--- config.mk ---
export PLATFORM = sky130hd
export DESIGN_NAME = alu_accumulator_sequencer
export DESIGN_NICKNAME = d
export VERILOG_FILES = /design/src/rtl/alu_accumulator_sequencer.sv
export SDC_FILE = /design/constraint.sdc
export NUM_CORES = 1
export LEC_CHECK = 0
export CAP_MARGIN = 0
export CORE_ASPECT_RATIO = 0.8
export CORE_UTILIZATION = 48
export CTS_CLUSTER_SIZE = 10
export DETAILED_ROUTE_END_ITERATION = 12
export PLACE_DENSITY_LB_ADDON = 0.15
export SLEW_MARGIN = 10
export SYNTH_ARGS = -nofsm -noshare
export SYNTH_HDL_FRONTEND = slang
export SYNTH_SLANG_ARGS = --single-unit
export TNS_END_PERCENT = 10
--- constraint.sdc ---
create_clock -name clk -period 5.5 [get_ports clk]
set_input_delay 0.825 -clock clk [delete_from_list [all_inputs] [get_ports clk]]
set_output_delay 0.825 -clock clk [all_outputs]
set_load 0.03 [all_outputs]
--- src/rtl/alu_accumulator_sequencer.sv ---
// alu_accumulator_sequencer
// Turns the combinational 16-bit ALU into a chained calculator. A command is
// accepted in IDLE, the ALU settles in EXEC while its outputs are captured,
// and the accumulator, error status and op counter update in WB.
// acc[15:0] is fed back as the ALU A operand.
module alu_accumulator_sequencer #(
  parameter int ACC_W = 32,
  parameter int OPD_W = 16
) (
  input  logic             clk,
  input  logic             rst,
  input  logic             cmd_valid,
  output logic             cmd_ready,
  input  logic [3:0]       cmd_opcode,
  input  logic [OPD_W-1:0] cmd_operand,
  output logic [OPD_W-1:0] alu_a,
  output logic [OPD_W-1:0] alu_b,
  output logic [3:0]       alu_opcode,
  input  logic [ACC_W-1:0] alu_result,
  input  logic [1:0]       alu_error,
  output logic [ACC_W-1:0] acc,
  output logic             acc_valid,
  output logic [1:0]       err_last,
  output logic [1:0]       err_sticky,
  output logic             busy,
  output logic [15:0]      op_count
);

  localparam logic [3:0] OP_NOOP  = 4'b0000;
  localparam logic [3:0] OP_CLEAR = 4'b0001;
  localparam logic [3:0] OP_LOAD  = 4'b0010;
  localparam logic [3:0] OP_ADD   = 4'b0100;
  localparam logic [3:0] OP_SUB   = 4'b0101;
  localparam logic [3:0] OP_MUL   = 4'b0110;
  localparam logic [3:0] OP_DIV   = 4'b0111;
  localparam logic [3:0] OP_MOD   = 4'b1000;

  typedef enum logic [1:0] {IDLE, EXEC, WB} stateT;

  typedef struct packed {
    logic [3:0]       opcode;
    logic [OPD_W-1:0] operand;
  } cmdT;

  stateT            state, stateNext;
  cmdT              cmdReg;
  logic [ACC_W-1:0] resultCap;
  logic [1:0]       errorCap;
  logic             accept;

  logic [ACC_W-1:0] accNext;
  logic [1:0]       errLastNext;
  logic [1:0]       errStickyNext;

  assign accept = cmd_valid & cmd_ready;

  // State register
  always_ff @(posedge clk or posedge rst) begin
    if (rst) state <= IDLE;
    else     state <= stateNext;
  end

  // Next-state: fixed three-cycle walk once a command is taken
  always_comb begin
    stateNext = state;
    unique case (state)
      IDLE:    if (accept) stateNext = EXEC;
      EXEC:    stateNext = WB;
      WB:      stateNext = IDLE;
      default: stateNext = IDLE;
    endcase
  end

  // FSM outputs: only IDLE can take a command, so valid held later is dropped
  always_comb begin
    cmd_ready = (state == IDLE);
    busy      = (state != IDLE);
  end

  // Accept: latch the command and drive registered operands into the ALU
  always_ff @(posedge clk or posedge rst) begin
    if (rst) begin
      cmdReg     <= '0;
      alu_a      <= '0;
      alu_b      <= '0;
      alu_opcode <= '0;
    end else if (accept) begin
      cmdReg.opcode  <= cmd_opcode;
      cmdReg.operand <= cmd_operand;
      alu_a          <= acc[OPD_W-1:0];
      alu_b          <= cmd_operand;
      alu_opcode     <= cmd_opcode;
    end
  end

  // Capture the settled ALU outputs at the end of EXEC
  always_ff @(posedge clk or posedge rst) begin
    if (rst) begin
      resultCap <= '0;
      errorCap  <= '0;
    end else if (state == EXEC) begin
      resultCap <= alu_result;
      errorCap  <= alu_error;
    end
  end

  // Writeback decode: what acc and the error flags become at the end of WB
  always_comb begin
    accNext       = acc;
    errLastNext   = 2'b00;
    errStickyNext = err_sticky;
    unique case (cmdReg.opcode)
      OP_CLEAR: begin
        accNext       = '0;
        errStickyNext = 2'b00;
      end
      OP_LOAD: begin
        accNext = {{(ACC_W-OPD_W){cmdReg.operand[OPD_W-1]}}, cmdReg.operand};
      end
      OP_ADD, OP_SUB, OP_MUL, OP_DIV, OP_MOD: begin
        errLastNext   = errorCap;
        errStickyNext = err_sticky | errorCap;
        // Divide-by-zero leaves acc alone; overflow still stores the wrapped value
        if (!errorCap[1]) accNext = resultCap;
      end
      default: begin
        // NOOP and unassigned opcodes: ALU output is ignored
        accNext = acc;
      end
    endcase
  end

  // Writeback registers and the one-cycle completion pulse
  always_ff @(posedge clk or posedge rst) begin
    if (rst) begin
      acc        <= '0;
      acc_valid  <= 1'b0;
      err_last   <= 2'b00;
      err_sticky <= 2'b00;
      op_count   <= '0;
    end else begin
      acc_valid <= (state == WB);
      if (state == WB) begin
        acc        <= accNext;
        err_last   <= errLastNext;
        err_sticky <= errStickyNext;
        op_count   <= op_count + 16'd1;
      end
    end
  end

endmodule
==> metrics.txt <==
final net count 583; Post-CTS Setup Inserts 0; Pwr Density 540.9 nW/um^2; relative slew slack 0.2493; Vias/cell 5.047; GRT overflow 0; slowest stage delay, CP 0.72 ns; RSZ-0062 raised after global routing no; DRC Markers 0; EDFF count, synth 0; R2R setup slack 3.06 ns; most frequent cell after synthesis dfrtp_1; Area contributors post-synth dfrtp_1 60%, mux2_2 15%, mux2_4 4.3%; Rows 33; CTS HTree Levels 4; Finish-stage setup viols 0; fin crit period 2.760 ns; Synth-to-Final Area Change 39.88%; WP depth 3; pins over their slew limit 0; Clock Latency Late Sink 0.41 ns; starting density of the core 0.5016; vias in the first global route 3,501; # resized after CTS 0; Cells after Synth 377; Clock Sinks 125; HP Class reg2reg; GRT Util Overall 0.2030; Reg2Reg Depth 4; share of layout cells above drive strength 1 0.2361; CP max stage cell clkdlybuf4s50_1; # port buffers 147; antenna violations before repair 0; Root Buffer clkbuf_16; Num CTS Buffers 17; top cells by count, synth 125 x dfrtp_1, 71 x mux2_2, 23 x inv_1; Iter 0 DRT Violations 119; clock slew at reported path FFs 0.05 ns; status finished, final reports clean; register bit total from synthesis 125; RD Place Congestion 0.6925; Vert. Die Dim 95.45 microns; WL/cell 16.11 microns; post-route antenna net violation count 0; number of library cell types mapped by synthesis 36; core area 10,450 sq um; n_diodes 0; Worst setup SP type flop; sequential share of the synthesized area 0.5969; yosys warns 0; final period utilization 0.5018; highest clock rate 362.3 MHz; maximum VDD drop 301.9 uV; max-cap viol count 0; DP Wirelength 7290 microns; first-pass GRT wire length 17,370 microns; top-area cell type share of the netlist area 0.5969; design area 7330 sq um; Avg Synthesized Cell Area 13.90 sq um; Setup CP Type reg2out; drt first pass iters 4; critical path arrival 1.93 ns; CP max FO 4; Max Root-Sink Buffers 2; Die X 118.8 microns; delay-heaviest family, CP buffers and inverters; Final Core Density 0.7016; Fillers 758; slew at the pin closest to its max-slew limit 1.126 ns; Req. time, crit path 4.68 ns; worst-path cell chain or2_2, inv_1, clkdlybuf4s50_1; Crit. End Element output pin; Hold Buf Count CTS 0; Setup Skew 0.006639 ns; setup TNS 0 ns; placed standard-cell area 6787 sq um; hold path depth 1; syn_nets 435; Static Leak 3.159 nW; WL final 10,930 microns; I/O Pins 148; async set-reset flop share out of synthesis 1.000; TritonCTS clock tree yes; Netlist Area Pre-Place 5240 sq um; buffers and inverters on the worst path 2; die area 11,340 sq um; Final Hold Fails 0; Synth Flop Type dfrtp_1; routed via count 3,422; area leader, netlist dfrtp_1; largest net degree at the start of global routing 84
[sequential cells by signal, indices dropped and copies added (netlist names)]
name	flops
acc	32
resultCap	32
cmdReg	20
alu_a	16
op_count	16
err_last	2
err_sticky	2
errorCap	2
state	2
acc_valid	1
[per-layer routing]
layer | vias up | part of all wire | GRT usage
li1 | 1614 | - | -
met1 | 1694 | 0.44 | 0.2541
met2 | 98 | 0.49 | 0.3358
met3 | 16 | 0.053 | 0.05084
met4 | 0 | 0.016 | 0.09494
met5 | - | 0 | 0
[worst register-to-register path, delay by kind of cell (launching register included)]
kind             cells  cell delay, ns
AND/OR/NAND/NOR      2            1.56
flip-flops           1            0.51
AO/OA/AOI/OAI        1            0.09
multiplexers         1            0.19
[final timing paths]
path,startpoint,endpoint
hold / removal,op_count[15]$_DFFE_PP0P_,op_count[15]$_DFFE_PP0P_
min in group asynchronous,rst,op_count[11]$_DFFE_PP0P_
setup reg to reg,cmdReg[19]$_DFFE_PP0P_,acc[25]$_DFFE_PP0P_
setup / recovery,state[0]$_DFFE_PP0P_,cmd_ready
hold reg to reg,op_count[15]$_DFFE_PP0P_,op_count[15]$_DFFE_PP0P_
max in group asynchronous,rst,err_sticky[1]$_DFFE_PP0P_
[cell families after synthesis]
family | count (synthesis) | share of synthesized area
buf+inv | 43 | 0.04059
fa+ha+maj | 1 | 0.002387
compound gates | 42 | 0.05420
mux | 101 | 0.2242
flops | 125 | 0.5969
simple gates | 49 | 0.05492
xor+xnor | 16 | 0.02674
[cell usage in the layout (no fill, tap or decap), types with 2 or more instances in the layout]
cell,Yosys,layout
a21oi_1,18,18
a22o_1,15,15
and2_1,3,2
and3_1,2,2
and4_1,2,2
clkbuf_16,0,17
clkdlybuf4s50_1,0,147
clkinv_2,0,8
clkinvlp_4,0,4
dfrtp_1,125,125
inv_1,23,22
mux2_2,71,71
mux2_4,15,15
mux2i_1,15,15
nand2_1,13,13
nand2b_1,3,2
nand2b_2,1,2
nand3_1,4,4
nand4_1,4,4
nor2_1,4,4
nor2b_1,4,4
nor3_1,3,3
o21ai_0,5,5
or2_2,2,2
xnor2_1,12,12
xor2_1,4,4
[final cells by class]
| cell class | count | area [sq um] | area share |
|---|---|---|---|
| Timing Repair Buffer | 148 | 1479 | 0.2018 |
| Sequential cell | 125 | 3128 | 0.4268 |
| Clock inverter | 13 | 100.1 | 0.01366 |
| Clock buffer | 19 | 442.9 | 0.06043 |
| Tap cell | 140 | 175.2 | 0.02390 |
| Inverter | 24 | 92.59 | 0.01263 |
| Multi-Input combinational cell | 209 | 1912 | 0.2608 |
[per-stage QoR]
| stage | setup slack, ns | cells | total power [mW] | hold WS, ns |
|---|---|---|---|---|
| 4_1_cts | 2.700 | 678 | 4.002 | 0.4684 |
| 3_5_place_dp | 2.840 | 646 | 2.977 | 0.4616 |
| 6_report | 2.740 | 678 | 3.965 | 0.4625 |
| 3_3_place_gp | 2.867 | 646 | 2.941 | 0.4571 |
| 2_1_floorplan | 1.347 | 377 | 2.354 | 0.4728 |
| 5_1_grt | 2.669 | 678 | 4.149 | 0.4988 |
[power by group]
part / internal [mW] / leakage [nW] / switching (mW) / total, mW
sequential: 1.23 / 1.58 / 0.220 / 1.45
combinational: 0.726 / 1.32 / 0.784 / 1.51
clock: 0.624 / 0.264 / 0.383 / 1.01
total: 2.58 / 3.16 / 1.39 / 3.96
Power figures use the tool's default switching activity.
